--- src/rtl/dpr_burst_master.sv ---
// Burst read/write initiator driving one port of a true dual-port RAM (registered read data).
// Optional build macro: DPR_BURST_MASTER_RANGE_CHECK_EN rejects bursts that would run past RAM_SIZE-1.
module dpr_burst_master #(
  parameter int ADDR_SIZE = 8,
  parameter int DATA_SIZE = 8,
  parameter int RAM_SIZE  = 1 << ADDR_SIZE,
  parameter int LEN_SIZE  = 8,
  parameter int OUT_DEPTH = 4
) (
  input  logic                 clk,
  input  logic                 rst_n,
  input  logic                 cmd_valid,
  output logic                 cmd_ready,
  input  logic                 cmd_write,
  input  logic [ADDR_SIZE-1:0] cmd_addr,
  input  logic [LEN_SIZE-1:0]  cmd_len,
  input  logic [DATA_SIZE-1:0] wr_data,
  input  logic                 wr_valid,
  output logic                 wr_ready,
  output logic [DATA_SIZE-1:0] rd_data,
  output logic                 rd_valid,
  input  logic                 rd_ready,
  output logic                 busy,
  output logic                 done,
  output logic                 err,
  output logic                 ram_en,
  output logic                 ram_we,
  output logic [ADDR_SIZE-1:0] ram_addr,
  output logic [DATA_SIZE-1:0] ram_din,
  input  logic [DATA_SIZE-1:0] ram_dout
);

  localparam int PTR_W = $clog2(OUT_DEPTH);
  localparam int CNT_W = PTR_W + 1;
  localparam logic [CNT_W:0] DEPTH_C = (CNT_W + 1)'(OUT_DEPTH);

  typedef enum logic [1:0] {IDLE, WRITE, READ, DRAIN} state_t;

  state_t               state_q, state_d;
  logic [ADDR_SIZE-1:0] addr_q;
  logic [LEN_SIZE-1:0]  cnt_q;
  logic                 inflight_q;
  logic                 done_q, err_q;

  logic [DATA_SIZE-1:0] fifo_mem [OUT_DEPTH];
  logic [PTR_W-1:0]     wr_ptr_q, rd_ptr_q;
  logic [CNT_W-1:0]     fifo_cnt_q;

  logic                 accept, range_bad, wr_fire, issue, push, pop, done_d, err_d;
  logic [CNT_W:0]       occupancy;

`ifdef DPR_BURST_MASTER_RANGE_CHECK_EN
  localparam int SUM_W = ((ADDR_SIZE > LEN_SIZE) ? ADDR_SIZE : LEN_SIZE) + 1;
  logic [SUM_W-1:0] end_addr;
  // One extra bit so the last-word address cannot wrap before the compare.
  assign end_addr  = SUM_W'(cmd_addr) + SUM_W'(cmd_len);
  assign range_bad = 64'(end_addr) > 64'($unsigned(RAM_SIZE - 1));
`else
  logic unused_ram_size;
  assign unused_ram_size = (RAM_SIZE > 0);
  assign range_bad       = 1'b0;
`endif

  // Read slots already committed: buffered words plus the word on its way from the RAM.
  assign occupancy = {1'b0, fifo_cnt_q} + (CNT_W + 1)'(inflight_q);
  assign rd_valid  = (fifo_cnt_q != '0);
  assign rd_data   = fifo_mem[rd_ptr_q];
  assign pop       = rd_valid && rd_ready;
  assign push      = inflight_q;

  // NOTE: every signal written here gets a default first, so no path can infer a latch.
  always_comb begin
    state_d = state_q;
    accept  = 1'b0;
    wr_fire = 1'b0;
    issue   = 1'b0;
    done_d  = 1'b0;
    err_d   = 1'b0;
    case (state_q)
      IDLE: begin
        if (cmd_valid) begin
          accept = 1'b1;
          if (range_bad)      err_d   = 1'b1;
          else if (cmd_write) state_d = WRITE;
          else                state_d = READ;
        end
      end
      WRITE: begin
        if (wr_valid) begin
          wr_fire = 1'b1;
          if (cnt_q == '0) begin
            state_d = IDLE;
            done_d  = 1'b1;
          end
        end
      end
      READ: begin
        if (occupancy < DEPTH_C) begin
          issue = 1'b1;
          if (cnt_q == '0) state_d = DRAIN;
        end
      end
      DRAIN: begin
        if (!inflight_q && (fifo_cnt_q == '0 || (fifo_cnt_q == CNT_W'(1) && pop))) begin
          state_d = IDLE;
          done_d  = 1'b1;
        end
      end
      default: state_d = IDLE;
    endcase
  end

  assign cmd_ready = (state_q == IDLE);
  assign busy      = (state_q != IDLE);
  assign wr_ready  = (state_q == WRITE);
  assign ram_en    = wr_fire || issue;
  assign ram_we    = wr_fire;
  assign ram_addr  = addr_q;
  assign ram_din   = wr_fire ? wr_data : '0;
  assign done      = done_q;
  assign err       = err_q;

  // NOTE: state registers use non-blocking assignments so every flop samples pre-edge values.
  always_ff @(posedge clk or negedge rst_n) begin
    if (!rst_n) begin
      state_q    <= IDLE;
      addr_q     <= '0;
      cnt_q      <= '0;
      inflight_q <= 1'b0;
      done_q     <= 1'b0;
      err_q      <= 1'b0;
    end else begin
      state_q    <= state_d;
      inflight_q <= issue;
      done_q     <= done_d;
      err_q      <= err_d;
      if (accept) begin
        addr_q <= cmd_addr;
        cnt_q  <= cmd_len;
      end else if (wr_fire || issue) begin
        addr_q <= addr_q + ADDR_SIZE'(1);
        cnt_q  <= cnt_q - LEN_SIZE'(1);
      end
    end
  end

  always_ff @(posedge clk or negedge rst_n) begin
    if (!rst_n) begin
      wr_ptr_q   <= '0;
      rd_ptr_q   <= '0;
      fifo_cnt_q <= '0;
    end else begin
      if (push) wr_ptr_q <= wr_ptr_q + PTR_W'(1);
      if (pop)  rd_ptr_q <= rd_ptr_q + PTR_W'(1);
      case ({push, pop})
        2'b10:   fifo_cnt_q <= fifo_cnt_q + CNT_W'(1);
        2'b01:   fifo_cnt_q <= fifo_cnt_q - CNT_W'(1);
        default: fifo_cnt_q <= fifo_cnt_q;
      endcase
    end
  end

  // NOTE: storage is not reset; clearing the pointers and count is enough to discard contents.
  always_ff @(posedge clk) begin
    if (push) fifo_mem[wr_ptr_q] <= ram_dout;
  end

endmodule

--- config.mk ---
export PLATFORM = sky130hd
export DESIGN_NAME = dpr_burst_master
export DESIGN_NICKNAME = d
export VERILOG_FILES = /design/src/rtl/dpr_burst_master.sv
export SDC_FILE = /design/constraint.sdc
export NUM_CORES = 1
export LEC_CHECK = 0
export BUFFER_PORTS_ARGS = -buffer_cell sky130_fd_sc_hd__buf_2
export CAP_MARGIN = 25
export CORE_ASPECT_RATIO = 1.2
export CORE_UTILIZATION = 53
export DETAILED_ROUTE_END_ITERATION = 8
export GPL_ROUTABILITY_DRIVEN = 0
export PLACE_DENSITY = 0.8
export SETUP_SLACK_MARGIN = 0.1
export SLEW_MARGIN = 20
export SYNTH_ARGS = -nofsm -noshare
export SYNTH_HDL_FRONTEND = slang
export SYNTH_SLANG_ARGS = --single-unit
export TNS_END_PERCENT = 50
--- constraint.sdc ---
create_clock -name clk -period 2.7 [get_ports clk]
set_clock_uncertainty 0.2 [all_clocks]
set_input_delay 0.135 -clock clk [delete_from_list [all_inputs] [get_ports clk]]
set_output_delay 0.135 -clock clk [all_outputs]
set_load 0.01 [all_outputs]
==> impl_results.md <==
* DR pass1 iterations at 4
* IO buf count at 68
* Kind of end point of the critical path: output port
* Nets at 374
* Netlist Area Pre-Place at 2823 µm²
* Width of the chip at 68.62 µm
* Critical Path End: ram_en
* Peak VDD IR at 645.0 µV
* FF-to-FF setup slack at 0.42 ns
* Max_slew headroom at 0.5756
* Maxcap violations at 0
* Fin cells at approximately 400
* Commonest non-fill, non-tap cell in the layout: buf_2
* Clock slew at reported path FFs at 0.07 ns
* Clk root buf: clkbuf_8
* Worst EP arrival at 2.04 ns
* Drt drc at 0
* Largest net degree at the start of global routing at 28
* Total number of vias at 2123
* Area delta synth->final at 29.88%
* WL/cell at 14.90 µm
* Critical R2R Launch: inflight_q
* CP Launch Type: flop
* #FFs+latches synth at 59
* Post-route clock period utilization at 0.8797
* Core area at 5045 µm²
* Gates resized, CTS repair at 0
* Tightest Pin Transition at roughly 0.64 ns
* Total power at ~3400 µW
* Final Max Slew Viols at 0
* Peak Freq at 421.0 MHz
* Via density per instance at ~5.4
* FF-to-FF path depth at 4
* Top_reg_cell synth: edfxtp_1
* Global-route wire length before repair at 9301 µm
* Vias in the first global route at between 2000 and 2500
* Setup Crit Path Kind: flop to output port
* Full die area at 5623 µm²
* Placement Setup Slack at between 0.4 and 0.5 ns
* # rows at 28
* Yosys cell types at 45
* Starting Density at 0.5595
* Initial antenna violation count at 0
* Critical path cell sequence: and3_1 -> o31a_1 -> buf_4 -> inv_1 -> buf_2
* Syn Area/Cell at 12.43 µm²
* Outcome: finished, final reports clean
* PnR worst setup slack at 0.3248 ns
* Cts bufs inserted at 9
* Crit path time final at 2.375 ns
* Die H at 81.95 µm
* H-tree Lvls at 3
* Number of flops mapped to enable cells by yosys at 32
* DRT iter0 DRCs at around 150
* Crit path from: inflight_q
* Static Leakage at 0.001544 µW
* WP buf/inv at 3
* Setup violators final at 0
* CTS tree: yes
* Final hold vios at 0
* Most frequent cells in the layout: buf_2 (68), edfxtp_1 (32), dlygate4sd3_1 (29)
* CP Max Fanout at 19
* Global Route Usage Sum at 0.2328
* CP max-delay cell: o31a_1
* Fin Setup TNS at 0 ns
* Max clock buf depth at 2
* CTS Sinks at 59
* Power Density at 935.0 nW/µm²
* Crit path depth at 5
* Post-route ant nets at 0
* Hold Path Class: input pin to async pin
* Seq/Total Area, Yosys at 0.5798
* Yosys warns at 0
* Family with the most delay on the worst path: compound AO/OA/AOI/OAI gates
* Grt ovf at 0
* Syn Inst Count at 227
* RSZ-0062 raised after global routing: false
* Share of flip-flops with an asynchronous set or reset at 0.4576
* Max incr delay on CP at approximately 0.55 ns
* DP HPWL at 3792 µm
* Syn_nets at between 200 and 300
* Drt total wl at 5811 µm
* WP data required at 2.37 ns
* Top-Level Pins at 70
* R2r endpoint: cnt_q[7]
* Worst skew pair latency at 0.34 ns
* Antenna diode count at 0
* Share of post-route cells with drive strength above 1 at 0.3061
* Placed cells at 345
[metrics by stage]
step	util	area (µm²)	hold slack, ns
after global routing	0.7267	3666	0.1990
after detailed placement	0.6339	3198	-0.01582
after CTS	0.7267	3666	0.1489
after floorplan	-	2823	-0.3606
after global placement	0.6339	3198	-0.02083
final	0.7267	3666	0.1359
[metal layers]
metal	vias to the layer above	part of all wire	routed length, µm	global-route usage
met3	14	0.039	227	0.05833
met5	-	0	0	0
met2	64	0.51	2938	0.3765
met1	1018	0.43	2479	0.2826
li1	1027	-	-	-
met4	0	0.028	165	0.1229
[layout make-up]
cell class,instances,area [µm²]
well taps,60,75.07
repair buffers,98,638.1
clock buffers,9,123.9
fillers,359,1379
inverters,13,48.80
multi-input cells,144,1090
clock inverters,7,53.80
flip-flops and latches,59,1637
[what timing repair did]
item | in CTS | in global routing
buffers inserted | 0 | 0
hold buffers | 29 | 0
endpoints found under the hold margin | 78 | 0
[synthesized netlist by cell type (2+ instances only)]
library cell	count	area, µm²
a21oi_1	5	25.02
a31oi_1	10	62.56
and2_1	14	87.58
and3_1	2	12.51
buf_2	2	10.01
clkbuf_1	7	26.28
dfrtp_1	27	675.7
edfxtp_1	32	960.9
ha_1	11	137.6
inv_1	13	48.80
mux2i_1	3	30.03
mux4_2	8	180.2
nand2_1	13	48.80
nand2b_1	4	25.02
nand3_1	3	15.01
nor2_1	14	52.55
nor2b_1	4	25.02
nor3_1	2	10.01
o21ai_0	10	50.05
o31ai_1	3	22.52
o32ai_1	2	17.52
or3_1	7	43.79
or4_2	2	17.52
xnor2_1	5	43.79
xor2_1	4	35.03
[power breakdown]
part,total (µW),internal [µW],switching (µW),leakage [µW]
combinational,1250,628,623,0.000863
sequential,1460,1180,281,0.000599
clock,720,336,384,0.0000818
total,3430,2140,1290,0.00154
[flip-flops by register name (all words and copies together) (netlist names)]
| signal | cells |
|---|---|
| cnt_q | 8 |
| done | 1 |
| fifo_cnt_q | 3 |
| fifo_mem | 32 |
| inflight_q | 1 |
| ram_addr | 8 |
| rd_ptr_q | 2 |
| state_q | 2 |
| wr_ptr_q | 2 |
[worst min-delay path by stage]
stage	slack (ns)	endpoint	depth (start not counted)	from
after floorplan	-0.36	cnt_q[0]	0	rst_n
after CTS	0.15	ram_addr[7]	2	rst_n
after detailed placement	-0.02	ram_addr[7]	1	rst_n
after global routing	0.20	ram_addr[7]	2	rst_n
after global placement	-0.02	ram_addr[7]	1	rst_n
final	0.14	ram_addr[7]	2	rst_n
[logic make-up (layout without fill, tap and decap cells)]
group	count (synthesis)	in the layout	synth area share
flops	59	59	0.5798
buf+inv	24	127	0.03413
fa+ha+maj	11	11	0.04876
xor+xnor	9	9	0.02792
other cells	1	1	0.001329
compound gates	37	37	0.08378
simple gates	75	75	0.1498
mux	11	11	0.07447
Note: power is estimated with default switching activity, not from simulation.
